--- config.mk ---
export PLATFORM = sky130hd
export DESIGN_NAME = arm_cpu_core
export DESIGN_NICKNAME = d
export VERILOG_FILES = /design/src/rtl/arm_cpu_core.sv
export SDC_FILE = /design/constraint.sdc
export NUM_CORES = 2
export LEC_CHECK = 0
export ABC_AREA = 1
export ABC_CLOCK_PERIOD_IN_PS = 45600
export BUFFER_PORTS_ARGS = -buffer_cell sky130_fd_sc_hd__buf_4
export CORE_AREA = 2 2 431 433
export DETAILED_ROUTE_END_ITERATION = 10
export DIE_AREA = 0 0 433 435
export PLACE_DENSITY = 0.55
export SYNTH_ARGS = -nofsm -noshare
export SYNTH_HDL_FRONTEND = slang
export SYNTH_SLANG_ARGS = --single-unit
--- constraint.sdc ---
create_clock -name CLOCK -period 45.6 [get_ports CLOCK]
set_input_delay 6.84 -clock CLOCK [delete_from_list [all_inputs] [get_ports CLOCK]]
set_output_delay 6.84 -clock CLOCK [all_outputs]
set_load 0.01 [all_outputs]
--- src/rtl/arm_cpu_core.sv ---
// Single-cycle 32-bit LEGv8-subset core: decode, register file, ALU,
// next-PC logic and data-memory handshake, all resolved within one clock.
module arm_cpu_core (
  input  logic        CLOCK,
  input  logic        RESET,
  input  logic [31:0] IC,
  input  logic [31:0] mem_data_out,
  output logic [31:0] PC,
  output logic [31:0] mem_address,
  output logic [31:0] mem_data_in,
  output logic        control_memwrite,
  output logic        control_memread
);

  typedef enum logic [3:0] {
    OP_NOP, OP_ADD, OP_SUB, OP_AND, OP_ORR, OP_ADDI,
    OP_SUBI, OP_LDUR, OP_STUR, OP_CBZ, OP_B
  } op_e;

  op_e                op;
  logic [31:0]        pc_q, pc_d;
  logic [31:0]        regs_q [32];
  logic [4:0]         rd_idx, rn_idx, rm_idx;
  logic [31:0]        rd_val, rn_val, rm_val;
  logic [31:0]        imm_alu;
  logic signed [31:0] dt_off, cb_off, b_off;
  logic [31:0]        alu_res;
  logic [31:0]        wb_data;
  logic               wb_en;

  // Instruction fields; branch offsets are already scaled to bytes.
  assign rd_idx  = IC[4:0];
  assign rn_idx  = IC[9:5];
  assign rm_idx  = IC[20:16];
  assign imm_alu = {20'b0, IC[21:10]};
  assign dt_off  = {{23{IC[20]}}, IC[20:12]};
  assign cb_off  = {{11{IC[23]}}, IC[23:5], 2'b00};
  assign b_off   = {{4{IC[25]}}, IC[25:0], 2'b00};

  // X31 is the zero register: it always reads 0 regardless of storage.
  assign rd_val = (rd_idx == 5'd31) ? 32'd0 : regs_q[rd_idx];
  assign rn_val = (rn_idx == 5'd31) ? 32'd0 : regs_q[rn_idx];
  assign rm_val = (rm_idx == 5'd31) ? 32'd0 : regs_q[rm_idx];

  // Opcode decode; anything not listed falls through to NOP.
  always_comb begin
    op = OP_NOP;
    if      (IC[31:21] == 11'b10001011000) op = OP_ADD;
    else if (IC[31:21] == 11'b11001011000) op = OP_SUB;
    else if (IC[31:21] == 11'b10001010000) op = OP_AND;
    else if (IC[31:21] == 11'b10101010000) op = OP_ORR;
    else if (IC[31:21] == 11'b11111000010) op = OP_LDUR;
    else if (IC[31:21] == 11'b11111000000) op = OP_STUR;
    else if (IC[31:22] == 10'b1001000100)  op = OP_ADDI;
    else if (IC[31:22] == 10'b1101000100)  op = OP_SUBI;
    else if (IC[31:24] == 8'b10110100)     op = OP_CBZ;
    else if (IC[31:26] == 6'b000101)       op = OP_B;
  end

  // ALU: modulo-2^32 arithmetic/logic; ld/st use it for address generation.
  always_comb begin
    alu_res = rn_val + rm_val;
    case (op)
      OP_SUB:           alu_res = rn_val - rm_val;
      OP_AND:           alu_res = rn_val & rm_val;
      OP_ORR:           alu_res = rn_val | rm_val;
      OP_ADDI:          alu_res = rn_val + imm_alu;
      OP_SUBI:          alu_res = rn_val - imm_alu;
      OP_LDUR, OP_STUR: alu_res = rn_val + dt_off;
      default:          alu_res = rn_val + rm_val;
    endcase
  end

  // Next-PC selection: CBZ tests register[Rd], B is unconditional.
  always_comb begin
    pc_d = pc_q + 32'd4;
    case (op)
      OP_CBZ:  if (rd_val == 32'd0) pc_d = pc_q + cb_off;
      OP_B:    pc_d = pc_q + b_off;
      default: pc_d = pc_q + 32'd4;
    endcase
  end

  // Write-back select; writes aimed at X31 are dropped here.
  always_comb begin
    wb_en   = 1'b0;
    wb_data = alu_res;
    case (op)
      OP_ADD, OP_SUB, OP_AND, OP_ORR, OP_ADDI, OP_SUBI: wb_en = 1'b1;
      OP_LDUR: begin
        wb_en   = 1'b1;
        wb_data = mem_data_out;
      end
      default: wb_en = 1'b0;
    endcase
    if (rd_idx == 5'd31) wb_en = 1'b0;
  end

  // Architectural state: PC and register file, cleared asynchronously.
  always_ff @(posedge CLOCK or posedge RESET) begin
    if (RESET) begin
      pc_q <= '0;
      for (int i = 0; i < 32; i++) regs_q[i] <= '0;
    end else begin
      pc_q <= pc_d;
      if (wb_en) regs_q[rd_idx] <= wb_data;
    end
  end

  // Memory strobes are suppressed while in reset so nothing is written.
  assign control_memread  = (op == OP_LDUR) && !RESET;
  assign control_memwrite = (op == OP_STUR) && !RESET;
  assign mem_address      = alu_res;
  assign mem_data_in      = rd_val;
  assign PC               = pc_q;

endmodule

==> reports/results.ini <==
[timing]
drv_slew = 0
fin_hold_ws_ns = 0.3953
rsz0062_at_grt = false
finalClockSkew_ns = 0.04976
setup_viol = 0
worst_slew_pin_slew_ns = 1.382
relSlewSlack_pct = 7.631
fmax_mhz = 48.58
hold_viol = 0
post-route-worst-setup-slack_ns = 25.02
fin_crit_sh_pct = 45.14
finalSetupTns_ns = 0
fin_crit_ns = 20.58

[routing]
via_per_inst = 6.312
wire_per_inst_um = 28.38
final_antenna_net_count = 0
vias = 81190
wirelength_mm = 365.1
drt_iter0_markers = 13050
drc_errors = 0
first_pass_iters = 8

[clocking]
cts_tree = yes
cts_buffer_depth = 3
cts.sinks = 1054
clkLatencyLatePin_ns = 0.84
ctsResizeCount = 0
hold_buffers = 0
cts_made_buffers = 131
post-cts-setup-buffers = 0
cts_max_level = 4
cts_root_buf = clkbuf_16
path_clk_slew_ns = 0.06

[synthesis]
synthArstFlopShare_pct = 100.0
synth_xor_xnor_area_share_pct = 0.7544
synth.top_cell.area_share_pct = 36.06
ys.flop_type = dfrtp_1
yosysWarnings = 0
synth_compound_area_share_pct = 26.24
synth_seq_cells = 1054
synth_simple_gate_area_share_pct = 24.92
synth_top_cell_by_area = dfrtp_1
synth_cells = 10710
ys_types = 67
yosysSeqAreaShare_pct = 36.06
synth.area.mux_share_pct = 0.3969
synth-adder-area-share_pct = 1.656
synth_area_leaders = dfrtp_1 36%, nand2_1 14%, o21ai_0 13%
synth_top_family_by_area = compound AO/OA/AOI/OAI gates
synth_edf_count = 0
avgSynthCellArea_um2 = 6.827
netlist_area_um2 = 73150

[layout]
syn_to_final_growth_pct = 9.208
final_common_cell = nand2_1
fin_nets = 10440
final_cell_mix = 2,600 x nand2_1, 1,837 x o21ai_0, 1,054 x dfrtp_1
drive_gt1_share_pct = 7.688

[place]
gp_routability_congestion = 0.9528
dp.final_hpwl_mm = 220.5
io_buffers = 161
place_ws_ns = 25.32

[worst_setup_path]
path_max_fanout = 65
cpMostUsedCell = nand2_1
arrival_ns = 13.74
startpoint_type = input pin
crit_type = input pin to output port
critPathMaxStageDelay_ns = 0.81
cp_slowest_cell = buf_4
worstPathRequired_ns = 38.76
reg2reg_depth = 36
cp-end-kind = output port

[pwr]
power.density_nw_per_um2 = 38.35
leakagePower_nw = 34.15
vdd.ir_drop.worst_mv = 0.03557

[global_routing]
grt_pass1_wl_mm = 526.2
grt_pass1_vias = 74880
track_usage_pct = 37.65
grt_overflow = 0
grt_max_degree = 190
grt_antenna_before_repair = 16

[floorplan]
core_um2 = 184000
rows = 158
die_width_um = 433
initial_core_util_pct = 39.74
dieArea_um2 = 188400
die_y_um = 435
ios = 164

[flow_run]
cap_violations = 0

[worst_hold_path]
hold_path_class = flip-flop to flip-flop
whs_path_depth = 0

[status]
run_status = finished, final reports clean

[flip-flops by register name (all words and copies together) (netlist names)]
name,flops
regs_q,1024
PC,30
[cell type report]
class / instances / area (um2)
diodes: 4 / 10.01
clock buffers: 200 / 3973
well taps: 2480 / 3103
inverters: 827 / 3169
multi-input cells: 7915 / 40010
fillers: 18970 / 104200
repair buffers: 347 / 2798
clock inverters: 37 / 442.9
flip-flops and latches: 1054 / 26380
[worst max-delay path, delay by kind of cell]
kind	cells	cell delay, ns
AO/OA/AOI/OAI	3	0.49
adder cells (fa/ha/maj)	2	0.69
buffers and inverters	4	2.01
AND/OR/NAND/NOR	26	3.42
[synth_stat cells (19+ instances only)]
library cell,n
buf_4,32
nor2_1,561
o21ai_0,1839
nand3_2,53
o221ai_1,115
a211oi_1,34
clkbuf_1,560
xor2_1,44
buf_2,227
mux2i_1,29
xnor2_1,19
buf_1,59
o211ai_1,168
ha_1,92
o22ai_1,185
nand3_1,835
o21ai_1,45
a31oi_1,28
a22oi_1,269
nand4_1,58
buf_6,35
nand2_1,2634
inv_1,803
or2_2,44
a21oi_1,618
nor3_1,80
nor4_1,27
dfrtp_1,1054
[final timing paths]
| check | startpoint | end | slack [ns] |
|---|---|---|---|
| max in group asynchronous | RESET | regs_q[831]$_DFFE_PP0P_ | 36.86 |
| min in group asynchronous | RESET | PC[18]$_DFF_PP0_ | 6.16 |
| setup / recovery | IC[17] | mem_address[28] | 25.02 |
| hold reg to reg | regs_q[25]$_DFFE_PP0P_ | regs_q[25]$_DFFE_PP0P_ | 0.40 |
| hold / removal | regs_q[25]$_DFFE_PP0P_ | regs_q[25]$_DFFE_PP0P_ | 0.40 |
| setup reg to reg | regs_q[32]$_DFFE_PP0P_ | regs_q[700]$_DFFE_PP0P_ | 39.11 |
[layer usage]
| metal | global-route usage [%] | vias up | part of all wire (%) |
|---|---|---|---|
| li1 | - | 35600 | - |
| met1 | 48.75 | 38650 | 38 |
| met2 | 55.89 | 5716 | 42 |
| met3 | 9.913 | 1221 | 12 |
| met4 | 23.01 | 12 | 7.1 |
| met5 | 0 | - | 0.024 |
[stage by stage]
stage / instances / cell area [um2] / total power, mW / util, %
after floorplan: 10720 / 73150 / 1.596 / -
after global placement: 12620 / 75450 / 1.946 / 41.00
after detailed placement: 12620 / 75450 / 1.951 / 41.00
after CTS: 12860 / 79870 / 3.042 / 43.40
after global routing: 12860 / 79870 / 3.183 / 43.40
final: 12860 / 79880 / 3.064 / 43.40
[kinds of logic (layout without fill, tap and decap cells)]
group	Yosys count	count (layout)
AND/OR/NAND/NOR	4334	4334
flip-flops	1054	1054
XOR/XNOR	63	63
multiplexers	29	29
AO/OA/AOI/OAI	3392	3392
other	1	6
adder cells (fa/ha/maj)	95	95
buffers and inverters	1746	1411
[where the power goes]
| part | internal [mW] | switching, mW |
|---|---|---|
| registers | 0.985 | 0.0666 |
| clock network | 0.641 | 0.458 |
| logic | 0.260 | 0.654 |
Power figures use the tool's default switching activity.
